--- config.mk ---
export PLATFORM = sky130hd
export DESIGN_NAME = mdio_phy_resp
export DESIGN_NICKNAME = d
export VERILOG_FILES = /design/src/rtl/mdio_phy_resp.sv
export SDC_FILE = /design/constraint.sdc
export NUM_CORES = 1
export LEC_CHECK = 0
export ABC_AREA = 1
export CAP_MARGIN = 5
export CORE_UTILIZATION = 35
export DETAILED_ROUTE_END_ITERATION = 8
export GPL_ROUTABILITY_DRIVEN = 0
export MAX_ROUTING_LAYER = met4
export SYNTH_ARGS = -nofsm -noshare
export SYNTH_HDL_FRONTEND = slang
export SYNTH_SLANG_ARGS = --single-unit
--- constraint.sdc ---
create_clock -name clk -period 1.8 [get_ports clk]
set_clock_uncertainty 0.1 [all_clocks]
set_input_delay 0.36 -clock clk [delete_from_list [all_inputs] [get_ports clk]]
set_output_delay 0.36 -clock clk [all_outputs]
set_load 0.005 [all_outputs]
--- src/rtl/mdio_phy_resp.sv ---
// mdio_phy_resp: Clause-22 MDIO responder with a small PHY register file.
// MDC/MDIO are oversampled in the clk domain; all logic runs on clk.
//
// state | meaning
// IDLE  | counting preamble ones
// ST    | second start bit
// OP    | opcode bits
// PHYAD | PHY address bits
// REGAD | register address bits
// TA    | turnaround
// RDATA | driving read data
// WDATA | shifting in write data

module mdio_phy_resp #(
  parameter logic [4:0]  PHY_ADDR = 5'd1,
  parameter logic [15:0] PHY_ID1  = 16'h0141,
  parameter logic [15:0] PHY_ID2  = 16'h0CC2,
  parameter logic [15:0] RST_CYC  = 16'd1000
) (
  input  logic        clk,
  input  logic        rst_n,
  input  logic        mdc,
  input  logic        mdio_i,
  output logic        mdio_o,
  output logic        mdio_oe,
  input  logic        link_up,
  input  logic [1:0]  speed_in,
  output logic [15:0] bmcr_o,
  output logic        soft_rst_o
);

  typedef enum logic [2:0] {
    IDLE, ST, OP, PHYAD, REGAD, TA, RDATA, WDATA
  } state_t;

  state_t      state, state_nxt;
  logic        mdc_s1, mdc_s2, mdc_d, mdio_s1, mdio_s2;
  logic        rise, fall, bit_in;
  logic [4:0]  bit_cnt, regad, addr_now;
  logic [5:0]  pre_cnt;
  logic [15:0] shreg, rd_sh, rd_mux, rst_cnt;
  logic        is_rd, wr_pend, link_latched, regad_done;

  assign rise       = mdc_s2 & ~mdc_d;
  assign fall       = ~mdc_s2 & mdc_d;
  assign bit_in     = mdio_s2;
  assign addr_now   = {shreg[3:0], bit_in};
  assign regad_done = (state == REGAD) && rise && (bit_cnt == 5'd4);

  always_ff @(posedge clk or negedge rst_n) begin
    if (!rst_n) begin
      mdc_s1  <= 1'b0;
      mdc_s2  <= 1'b0;
      mdc_d   <= 1'b0;
      mdio_s1 <= 1'b0;
      mdio_s2 <= 1'b0;
    end else begin
      mdc_s1  <= mdc;
      mdc_s2  <= mdc_s1;
      mdc_d   <= mdc_s2;
      mdio_s1 <= mdio_i;
      mdio_s2 <= mdio_s1;
    end
  end

  always_ff @(posedge clk or negedge rst_n) begin
    if (!rst_n) state <= IDLE;
    else        state <= state_nxt;
  end

  always_comb begin
    state_nxt = state;
    if (rise) begin
      case (state)
        IDLE:  if (!bit_in && pre_cnt == 6'd32) state_nxt = ST;
        ST:    state_nxt = bit_in ? OP : IDLE;
        OP:    if (bit_cnt == 5'd1)
                 state_nxt = (shreg[0] != bit_in) ? PHYAD : IDLE;
        PHYAD: if (bit_cnt == 5'd4)
                 state_nxt = (addr_now == PHY_ADDR) ? REGAD : IDLE;
        REGAD: if (bit_cnt == 5'd4) state_nxt = TA;
        TA:    if (bit_cnt == 5'd1) state_nxt = is_rd ? RDATA : WDATA;
        WDATA: if (bit_cnt == 5'd15) state_nxt = IDLE;
        default: state_nxt = state;
      endcase
    end else if (fall && state == RDATA && bit_cnt == 5'd16) begin
      state_nxt = IDLE;
    end
  end

  always_comb begin
    rd_mux = 16'h0000;
    case (addr_now)
      5'h00: rd_mux = bmcr_o;
      5'h01: rd_mux = 16'h7909 | {10'b0, link_up, 2'b00, link_latched, 2'b00};
      5'h02: rd_mux = PHY_ID1;
      5'h03: rd_mux = PHY_ID2;
      5'h1A: rd_mux = {10'b0, speed_in, 1'b0, link_up, 2'b00};
      default: rd_mux = 16'h0000;
    endcase
  end

  always_ff @(posedge clk or negedge rst_n) begin
    if (!rst_n) begin
      shreg   <= '0;
      bit_cnt <= '0;
      pre_cnt <= '0;
      is_rd   <= 1'b0;
      regad   <= '0;
      rd_sh   <= '0;
      mdio_oe <= 1'b0;
      mdio_o  <= 1'b1;
      wr_pend <= 1'b0;
    end else begin
      if (rise) shreg <= {shreg[14:0], bit_in};

      if (state_nxt != state) bit_cnt <= '0;
      else if (rise)          bit_cnt <= bit_cnt + 5'd1;

      // Any frame activity (including leaving IDLE) restarts the preamble count.
      if (state != IDLE || state_nxt != IDLE) pre_cnt <= '0;
      else if (rise) begin
        if (!bit_in)                pre_cnt <= '0;
        else if (pre_cnt != 6'd32)  pre_cnt <= pre_cnt + 6'd1;
      end

      if (state == OP && rise && bit_cnt == 5'd1)
        is_rd <= (shreg[0] && !bit_in);

      if (regad_done) begin
        regad <= addr_now;
        rd_sh <= rd_mux;
      end

      if (state == TA && is_rd && fall && bit_cnt == 5'd1) begin
        mdio_oe <= 1'b1;
        mdio_o  <= 1'b0;
      end else if (state == RDATA && fall) begin
        if (bit_cnt == 5'd16) begin
          mdio_oe <= 1'b0;
          mdio_o  <= 1'b1;
        end else begin
          mdio_o <= rd_sh[15];
          rd_sh  <= {rd_sh[14:0], 1'b0};
        end
      end

      wr_pend <= (state == WDATA) && rise && (bit_cnt == 5'd15);
    end
  end

  always_ff @(posedge clk or negedge rst_n) begin
    if (!rst_n) begin
      link_latched <= 1'b0;
      bmcr_o       <= 16'h1140;
      soft_rst_o   <= 1'b0;
      rst_cnt      <= '0;
    end else begin
      soft_rst_o <= 1'b0;

      // Latched-low link: the read above already captured the old value.
      if (!link_up)
        link_latched <= 1'b0;
      else if (regad_done && is_rd && addr_now == 5'h01)
        link_latched <= 1'b1;

      if (wr_pend && regad == 5'h00 && !bmcr_o[15]) begin
        if (shreg[15]) begin
          bmcr_o     <= 16'h9140;
          soft_rst_o <= 1'b1;
          rst_cnt    <= RST_CYC;
        end else begin
          bmcr_o <= {1'b0, shreg[14:0]};
        end
      end else if (bmcr_o[15]) begin
        if (rst_cnt <= 16'd1) begin
          bmcr_o[15] <= 1'b0;
          rst_cnt    <= '0;
        end else begin
          rst_cnt <= rst_cnt - 16'd1;
        end
      end
    end
  end

endmodule

==> metrics.log, run 1 <==
INFO  metric run_status = complete, but fails checks
INFO  metric violated_checks = negative setup slack
INFO  metric power_frac_comb = 19.5%
INFO  metric critPathTopFamily = simple AND/OR/NAND/NOR gates
INFO  metric crit_path_end = bit_cnt[1]
INFO  metric syn_to_final_growth = 31.59%
INFO  metric worst_r2r_path_depth = 17
INFO  metric pins_over_slew_limit = 0
INFO  metric core-area = 13,350 um2
INFO  metric cellInternalPower = 0.003954 W
INFO  metric power_switching_share = 29.49%
INFO  metric syn_area_per_cell = 8.185 um2
INFO  metric wl_per_cell = 13.79 um
INFO  metric worst-slew-pin-transition = 0.4123 ns
INFO  metric die-width = 119.4 um
INFO  metric vdd_drop_max = 392.4 uV
INFO  metric design.die.area = 14,250 um2
INFO  metric finalCriticalPeriod = 1.940 ns
INFO  metric flip_flop_and_latch_count_after_synthesis = 94
INFO  metric share_clk_of_total_power = 37.7%
INFO  metric globalRoute.totalOverflow = 0
INFO  metric reg2reg_setup_slack = -0.14 ns
INFO  metric power.leakage = 3.138 nW
INFO  metric seq_area = 2357 um2
INFO  metric path_class = reg -> reg
INFO  metric drive_gt1_share = 25.30%
INFO  metric critPathRequiredTime = 1.93 ns
INFO  metric syn-cell-area = 4821 um2
INFO  metric first_global_vias = 3,976
INFO  metric initial_utilization = 36.12%
INFO  metric worst-path-buf-inv = 2
INFO  metric post_synthesis_cells = 589
INFO  metric antenna_violations_before_repair = 0
INFO  metric timing.rr.end = bit_cnt[1]
INFO  metric postSynthNetCount = 608
INFO  metric placement_rows = 42
INFO  metric setup.worst_path.start = bit_cnt[0]
INFO  metric setup_ws = -0.1399 ns
INFO  metric dp_hpwl = 8187 um
INFO  metric synthFlopType = sky130_fd_sc_hd__dfrtp_1
INFO  metric diode_count = 0
INFO  metric hold_path_class = reg -> reg
INFO  metric io_pins = 26
INFO  metric worst_skew_pair.late_latency = 0.35 ns
INFO  metric ys_types = 43
INFO  metric clockBufferDepth = 2
INFO  metric setup_viol_count_final = 26
INFO  metric cts_made_buffers = 9
INFO  metric crit_path_max_fanout = 5
INFO  metric detailroute.via_count = 4,145
INFO  metric power_density = 883.9 nW/um2
INFO  metric post-route-period-util = 107.8%
INFO  metric fillCellCount = 1,273
INFO  metric clock-root-buffer = sky130_fd_sc_hd__clkbuf_16
INFO  metric area_used_by_multi_input_combinational_logic = 2315 um2
INFO  metric regToRegStartpoint = bit_cnt[0]
INFO  metric rsz0062_at_grt = true
INFO  metric cp_slowest_cell = sky130_fd_sc_hd__dfrtp_1
INFO  metric grt_use_total = 17.33%
INFO  metric drv.max_cap_violation_count = 0
INFO  metric drt_drc_violations_left = 0
INFO  metric crit_path_max_incr_delay = 0.40 ns
INFO  metric synthesis.yosys.warnings = 0
INFO  metric initial_drc_count = 324
INFO  metric worst_ep_arrival = 2.07 ns
INFO  metric synth_async_sr_flop_share = 100.0%
INFO  metric worst_setup_hold_path_clk_slew = 0.06 ns
INFO  metric pin_count_of_the_biggest_net_entering_global_routing = 43
INFO  metric layout.core_utilization = 47.53%
INFO  metric most_common_cell_after_layout_fill_and_taps_aside = sky130_fd_sc_hd__nand2_1
INFO  metric clock.fmax = 515.5 MHz
INFO  metric tritoncts = done
INFO  metric sequentialPowerShare = 42.8%
INFO  metric design_power = 0.005607 W
INFO  metric length_of_the_first_detailed_routing_pass_in_iterations = 5
INFO  metric finish.net_count = 690
INFO  metric max_slew_margin = 72.48%
INFO  metric power.switching = 0.001654 W
INFO  metric route.detailed.vias_per_inst = 4.865
INFO  metric end_kind = register
INFO  metric synth-edff-count = 0
INFO  metric ys_seq_area_share = 48.90%
INFO  metric ctsHtreeMaxLevel = 3
INFO  metric grt_first_pass_wirelength = 18,950 um
INFO  metric detail-route-antenna-nets = 0
INFO  metric critical_path_cell_sequence = ha_2, nand2_2, nor2_2, ha_2, inv_2, nand2_2, nor2_4, nor2_1, nand2_1, nor2_1, nand2_1, nand2_1, nand2_1, nand2_1, inv_1, nand2_2, nor2_1
INFO  metric clock_sinks = 94
INFO  metric number_of_buffers_added_on_ports = 25
INFO  metric wirelength = 11,750 um
INFO  metric fp.dieH = 119.4 um
INFO  metric hold_viol_final = 0
INFO  metric critical_path.startpoint_type = register
INFO  metric final_cell_mix = 131 x sky130_fd_sc_hd__nand2_1, 90 x sky130_fd_sc_hd__dfrtp_1, 61 x sky130_fd_sc_hd__inv_1
INFO  metric setup_tns = -1.561 ns
INFO  metric critical_path_depth = 17
INFO  metric crit_top_cell = sky130_fd_sc_hd__nand2_1
-- synth_stat cells (2+ instances only) --
cell / count / share of area, %
sky130_fd_sc_hd__nand2_1: 143 / 11
sky130_fd_sc_hd__dfrtp_1: 90 / 47
sky130_fd_sc_hd__inv_1: 69 / 5.4
sky130_fd_sc_hd__nor2_1: 60 / 4.7
sky130_fd_sc_hd__o21ai_0: 46 / 4.8
sky130_fd_sc_hd__a21oi_1: 29 / 3.0
sky130_fd_sc_hd__nand3_1: 25 / 2.6
sky130_fd_sc_hd__ha_1: 12 / 3.1
sky130_fd_sc_hd__xor2_1: 11 / 2.0
sky130_fd_sc_hd__nor3_1: 9 / 0.93
sky130_fd_sc_hd__a31oi_1: 8 / 1.0
sky130_fd_sc_hd__nand4_1: 8 / 1.0
sky130_fd_sc_hd__inv_2: 7 / 0.55
sky130_fd_sc_hd__buf_2: 6 / 0.62
sky130_fd_sc_hd__nor2_2: 6 / 0.78
sky130_fd_sc_hd__buf_6: 5 / 1.2
sky130_fd_sc_hd__nand2_2: 5 / 0.65
sky130_fd_sc_hd__a22oi_1: 4 / 0.62
sky130_fd_sc_hd__clkbuf_1: 4 / 0.31
sky130_fd_sc_hd__dfstp_2: 4 / 2.2
sky130_fd_sc_hd__o21ai_1: 4 / 0.42
sky130_fd_sc_hd__o22ai_1: 4 / 0.52
sky130_fd_sc_hd__nor2_4: 3 / 0.70
sky130_fd_sc_hd__o221ai_1: 3 / 0.55
sky130_fd_sc_hd__o31ai_1: 3 / 0.47
sky130_fd_sc_hd__nand2_4: 2 / 0.47
sky130_fd_sc_hd__nor3b_1: 2 / 0.31
sky130_fd_sc_hd__o211ai_1: 2 / 0.31
-- area by class of cell --
type / count / share of cell area, %
timing repair inverter: 2 / 0.2761
timing repair buffer: 85 / 12.31
clock inverter: 6 / 1.460
sequential: 94 / 37.16
multi-input combinational: 401 / 36.49
clock buffer: 10 / 3.767
tap: 176 / 3.471
inverter: 78 / 5.069
-- worst min-delay path by stage --
stage               startpoint    endpoint  slack [ns]  depth (start not counted)
finish                 mdio_s1      bit_in        0.25                          0
floorplan                rst_n  bit_cnt[0]       -0.04                          0
detailed placement       rst_n  pre_cnt[5]        0.19                          1
global route           mdio_s1      bit_in        0.26                          0
global placement         rst_n  pre_cnt[5]        0.18                          1
CTS                     mdc_s1      mdc_s2        0.25                          0
-- routing by layer --
layer  vias to the layer above  wire (um)  global-route usage, %  part of all wire, %
met1                      1993       5757                  23.43                   49
met4                         0        132                  5.391                  1.1
met5                         -          0                      -                    0
li1                       2065          -                      -                    -
met3                        10        373                  3.209                  3.2
met2                        77       5485                  26.38                   47
-- kinds of logic after synthesis --
| logic type | count (synthesis) | synth area share [%] |
|---|---|---|
| buffers and inverters | 95 | 8.435 |
| AOI/OAI and AO/OA | 107 | 12.54 |
| DFF | 94 | 48.90 |
| adders and majority gates | 12 | 3.114 |
| xor gates and xnor gates | 11 | 1.998 |
| and+or+nand+nor | 270 | 25.02 |
-- power groups by stage --
stage	logic [W]	clock network, W	registers (W)
after global placement	0.000931	0	0.00243
after floorplan	0.000638	0	0.00239
after CTS	0.000992	0.00215	0.00240
after global routing	0.00124	0.00224	0.00242
final	0.00109	0.00211	0.00240
after detailed placement	0.000947	0	0.00244
-- stage by stage --
step	cells	area, um2	worst slack (ns)	hold slack (ns)
5_1_grt	852	6344	-0.3114	0.2587
3_3_place_gp	818	5544	-0.08254	0.1843
2_1_floorplan	589	4826	0.007813	-0.03559
6_report	852	6344	-0.1399	0.2491
3_5_place_dp	818	5544	-0.1567	0.1875
4_1_cts	838	5938	-0.1665	0.2497
-- what timing repair did --
action	in CTS	in global routing
setup endpoints to repair	37	48
resized for setup	16	82
hold buffers	1	0
setup buffers	3	11
hold endpoints to repair	21	0
gates cloned	0	3
pin swaps	0	23
-- registers in the layout (all words and copies together) (netlist names), 3 cells and up --
register / flops
rd_sh: 16
bit_cnt: 5
bmcr_o: 16
rst_cnt: 16
pre_cnt: 6
shreg: 16
state: 3
regad: 5
Note: power is estimated with default switching activity, not from simulation.
==> inputs of run 2 (changes only) <==
--- a/config.mk
+++ b/config.mk
@@ -7,10 +7,13 @@
 export LEC_CHECK = 0
 export ABC_AREA = 1
 export CAP_MARGIN = 5
-export CORE_UTILIZATION = 35
+export CORE_UTILIZATION = 48
+export CTS_CLUSTER_DIAMETER = 150
+export CTS_CLUSTER_SIZE = 16
 export DETAILED_ROUTE_END_ITERATION = 8
 export GPL_ROUTABILITY_DRIVEN = 0
 export MAX_ROUTING_LAYER = met4
+export PLACE_DENSITY = 0.69
 export SYNTH_ARGS = -nofsm -noshare
 export SYNTH_HDL_FRONTEND = slang
 export SYNTH_SLANG_ARGS = --single-unit
==> run 2 against run 1 <==
The run still ends with negative setup slack left. Setup slack got worse by 0.024 ns. Global-route usage rose by 5.9 points. Fmax fell by 1.2%. Core utilization rose by 14 points. Sequential power barely moved. Critical endpoint unchanged.
==> metrics.log, run 2 (synthesized netlist as in run 1, its figures left out) <==
INFO  metric detailroute.via_count = 4,147
INFO  metric hold_path.startpoint = mdio_s1
INFO  metric globalRoute.totalOverflow = 0
INFO  metric power_frac_comb = 24.4%
INFO  metric detail-route-antenna-nets = 0
INFO  metric syn_to_final_growth = 25.41%
INFO  metric drv.max_cap_violation_count = 0
INFO  metric io_pins = 26
INFO  metric core-area = 9774 um2
INFO  metric grt_first_pass_wirelength = 18,260 um
INFO  metric final-instance-count-excl-fill = 807
INFO  metric violated_checks = negative setup slack
INFO  metric fillCellCount = 824
INFO  metric dp_hpwl = 7967 um
INFO  metric finish.net_count = 688
INFO  metric tritoncts = done
INFO  metric initial_utilization = 49.32%
INFO  metric grt_use_total = 23.28%
INFO  metric place_worst_setup_slack = -0.1343 ns
INFO  metric critical_path.startpoint_type = register
INFO  metric die-width = 102.2 um
INFO  metric share_clk_of_total_power = 25.2%
INFO  metric post-route-period-util = 109.1%
INFO  metric vdd_drop_max = 590.8 uV
INFO  metric antenna_violations_before_repair = 0
INFO  metric wirelength = 11,440 um
INFO  metric diode_count = 0
INFO  metric end_kind = register
INFO  metric route.detailed.vias_per_inst = 5.139
INFO  metric pins_over_slew_limit = 0
INFO  metric length_of_the_first_detailed_routing_pass_in_iterations = 5
INFO  metric regToRegStartpoint = bit_cnt[0]
INFO  metric worst_setup_hold_path_clk_slew = 0.08 ns
INFO  metric finalCriticalPeriod = 1.964 ns
INFO  metric clock-root-buffer = sky130_fd_sc_hd__clkbuf_8
INFO  metric design.die.area = 10,450 um2
INFO  metric hold_path_class = reg -> reg
INFO  metric power_switching_share = 32.54%
INFO  metric setup.worst_path.start = bit_cnt[0]
INFO  metric clockBufferDepth = 2
INFO  metric power.leakage = 3.002 nW
INFO  metric pin_count_of_the_biggest_net_entering_global_routing = 30
INFO  metric clock.fmax = 509.3 MHz
INFO  metric worst-slew-pin-transition = 0.4056 ns
INFO  metric final_cell_mix = 122 x sky130_fd_sc_hd__nand2_1, 88 x sky130_fd_sc_hd__dfrtp_1, 63 x sky130_fd_sc_hd__inv_1
INFO  metric drt_drc_violations_left = 0
INFO  metric setup_tns = -1.474 ns
INFO  metric placement_rows = 36
INFO  metric hold_viol_final = 0
INFO  metric rsz0062_at_grt = true
INFO  metric sequentialPowerShare = 50.4%
INFO  metric placedCellCount = 775
INFO  metric max_slew_margin = 72.96%
INFO  metric wl_per_cell = 14.17 um
INFO  metric ctsHtreeMaxLevel = 3
INFO  metric cts_made_buffers = 9
INFO  metric critPathRequiredTime = 1.94 ns
INFO  metric cellInternalPower = 0.003244 W
INFO  metric initial_drc_count = 199
INFO  metric path_class = reg -> reg
INFO  metric crit_path_max_fanout = 5
INFO  metric clock_sinks = 94
INFO  metric number_of_buffers_added_on_ports = 25
INFO  metric worst_ep_arrival = 2.11 ns
INFO  metric most_common_cell_after_layout_fill_and_taps_aside = sky130_fd_sc_hd__nand2_1
INFO  metric worst_skew_pair.late_latency = 0.36 ns
INFO  metric power.switching = 0.001564 W
INFO  metric power_density = 795.3 nW/um2
INFO  metric setup_viol_count_final = 21
INFO  metric first_global_vias = 3,831
INFO  metric drive_gt1_share = 25.22%
INFO  metric fp.dieH = 102.2 um
INFO  metric setup_ws = -0.1636 ns
INFO  metric run_status = complete, but fails checks
[run 2: cell count changes in the layout (fill, tap and decap cells not counted), moves of 3 or more]
cell and change:
sky130_fd_sc_hd__clkbuf_1 +5, sky130_fd_sc_hd__nor2_2 -4, sky130_fd_sc_hd__buf_4 +6, sky130_fd_sc_hd__clkbuf_8 +8, sky130_fd_sc_hd__nor2_1 +3, sky130_fd_sc_hd__o21ai_0 +4, sky130_fd_sc_hd__buf_12 -3, sky130_fd_sc_hd__o21ai_1 -4
sky130_fd_sc_hd__inv_6 -3, sky130_fd_sc_hd__nand2_2 +9, sky130_fd_sc_hd__clkbuf_16 -9, sky130_fd_sc_hd__nand2_1 -9
[run 2: final cells by class]
type / count / area (um2) / share of cell area [%]
Sequential cell: 94 / 2360 / 39.03
Multi-Input combinational cell: 400 / 2320 / 38.37
Timing Repair Buffer: 86 / 733.2 / 12.13
Inverter: 78 / 311.5 / 5.153
Tap cell: 133 / 166.4 / 2.752
Clock buffer: 14 / 142.6 / 2.359
Clock inverter: 2 / 12.51 / 0.2070
[run 2: routing by layer]
| metal | wire length [um] | vias to the layer above | GRT usage [%] |
|---|---|---|---|
| met5 | 0 | - | - |
| met3 | 427 | 14 | 3.010 |
| met2 | 5417 | 88 | 35.47 |
| li1 | - | 2052 | - |
| met4 | 174 | 0 | 7.912 |
| met1 | 5417 | 1993 | 32.15 |
[run 2: final timing paths]
| check | to | slack [ns] | depth (start not counted) |
|---|---|---|---|
| worst min-delay path | bit_in | 0.25 | 0 |
| max in group asynchronous | bmcr_o[12] | 0.60 | 3 |
| min in group asynchronous | rd_sh[4] | 0.36 | 2 |
| worst max-delay path | bit_cnt[1] | -0.16 | 15 |
| worst max register to register | bit_cnt[1] | -0.16 | 15 |
| worst min register to register | bit_in | 0.25 | 0 |
[run 2: critical path: stages, from the launching register on]
cell,delay [ns]
sky130_fd_sc_hd__dfrtp_2,0.45
sky130_fd_sc_hd__buf_4,0.14
sky130_fd_sc_hd__buf_4,0.12
sky130_fd_sc_hd__ha_1,0.20
sky130_fd_sc_hd__inv_2,0.07
sky130_fd_sc_hd__nor2_4,0.04
sky130_fd_sc_hd__nand3_2,0.07
sky130_fd_sc_hd__nand2_1,0.06
sky130_fd_sc_hd__nand2_1,0.07
sky130_fd_sc_hd__nand2_1,0.06
sky130_fd_sc_hd__nand2_1,0.09
sky130_fd_sc_hd__nand2_2,0.09
sky130_fd_sc_hd__nand2_1,0.07
sky130_fd_sc_hd__nand2_1,0.06
sky130_fd_sc_hd__nand2_2,0.11
sky130_fd_sc_hd__nor2_1,0.05
[run 2: repair_timing]
action,in CTS,in global routing
gates resized for setup,23,71
endpoints found under the setup margin,38,48
buffers inserted,6,9
hold buffers,1,0
endpoints found under the hold margin,22,0
pin swaps,9,18
[run 2: per-stage QoR]
stage / util, % / power [W] / hold slack [ns] / cell area, um2
2_1_floorplan: - / 0.003032 / -0.03559 / 4826
3_3_place_gp: 56.04 / 0.003363 / 0.2115 / 5478
3_5_place_dp: 56.04 / 0.003393 / 0.2106 / 5478
4_1_cts: 58.67 / 0.004675 / 0.2573 / 5734
5_1_grt: 61.85 / 0.005071 / 0.2642 / 6046
6_report: 61.85 / 0.004808 / 0.2547 / 6046
[run 2: power groups by stage]
| stage | Sequential, W | Clock [W] | Combinational [W] |
|---|---|---|---|
| after floorplan | 0.00239 | 0 | 0.000638 |
| after global placement | 0.00243 | 0 | 0.000931 |
| after detailed placement | 0.00244 | 0 | 0.000954 |
| after CTS | 0.00240 | 0.00124 | 0.00103 |
| after global routing | 0.00245 | 0.00132 | 0.00130 |
| final | 0.00242 | 0.00121 | 0.00117 |
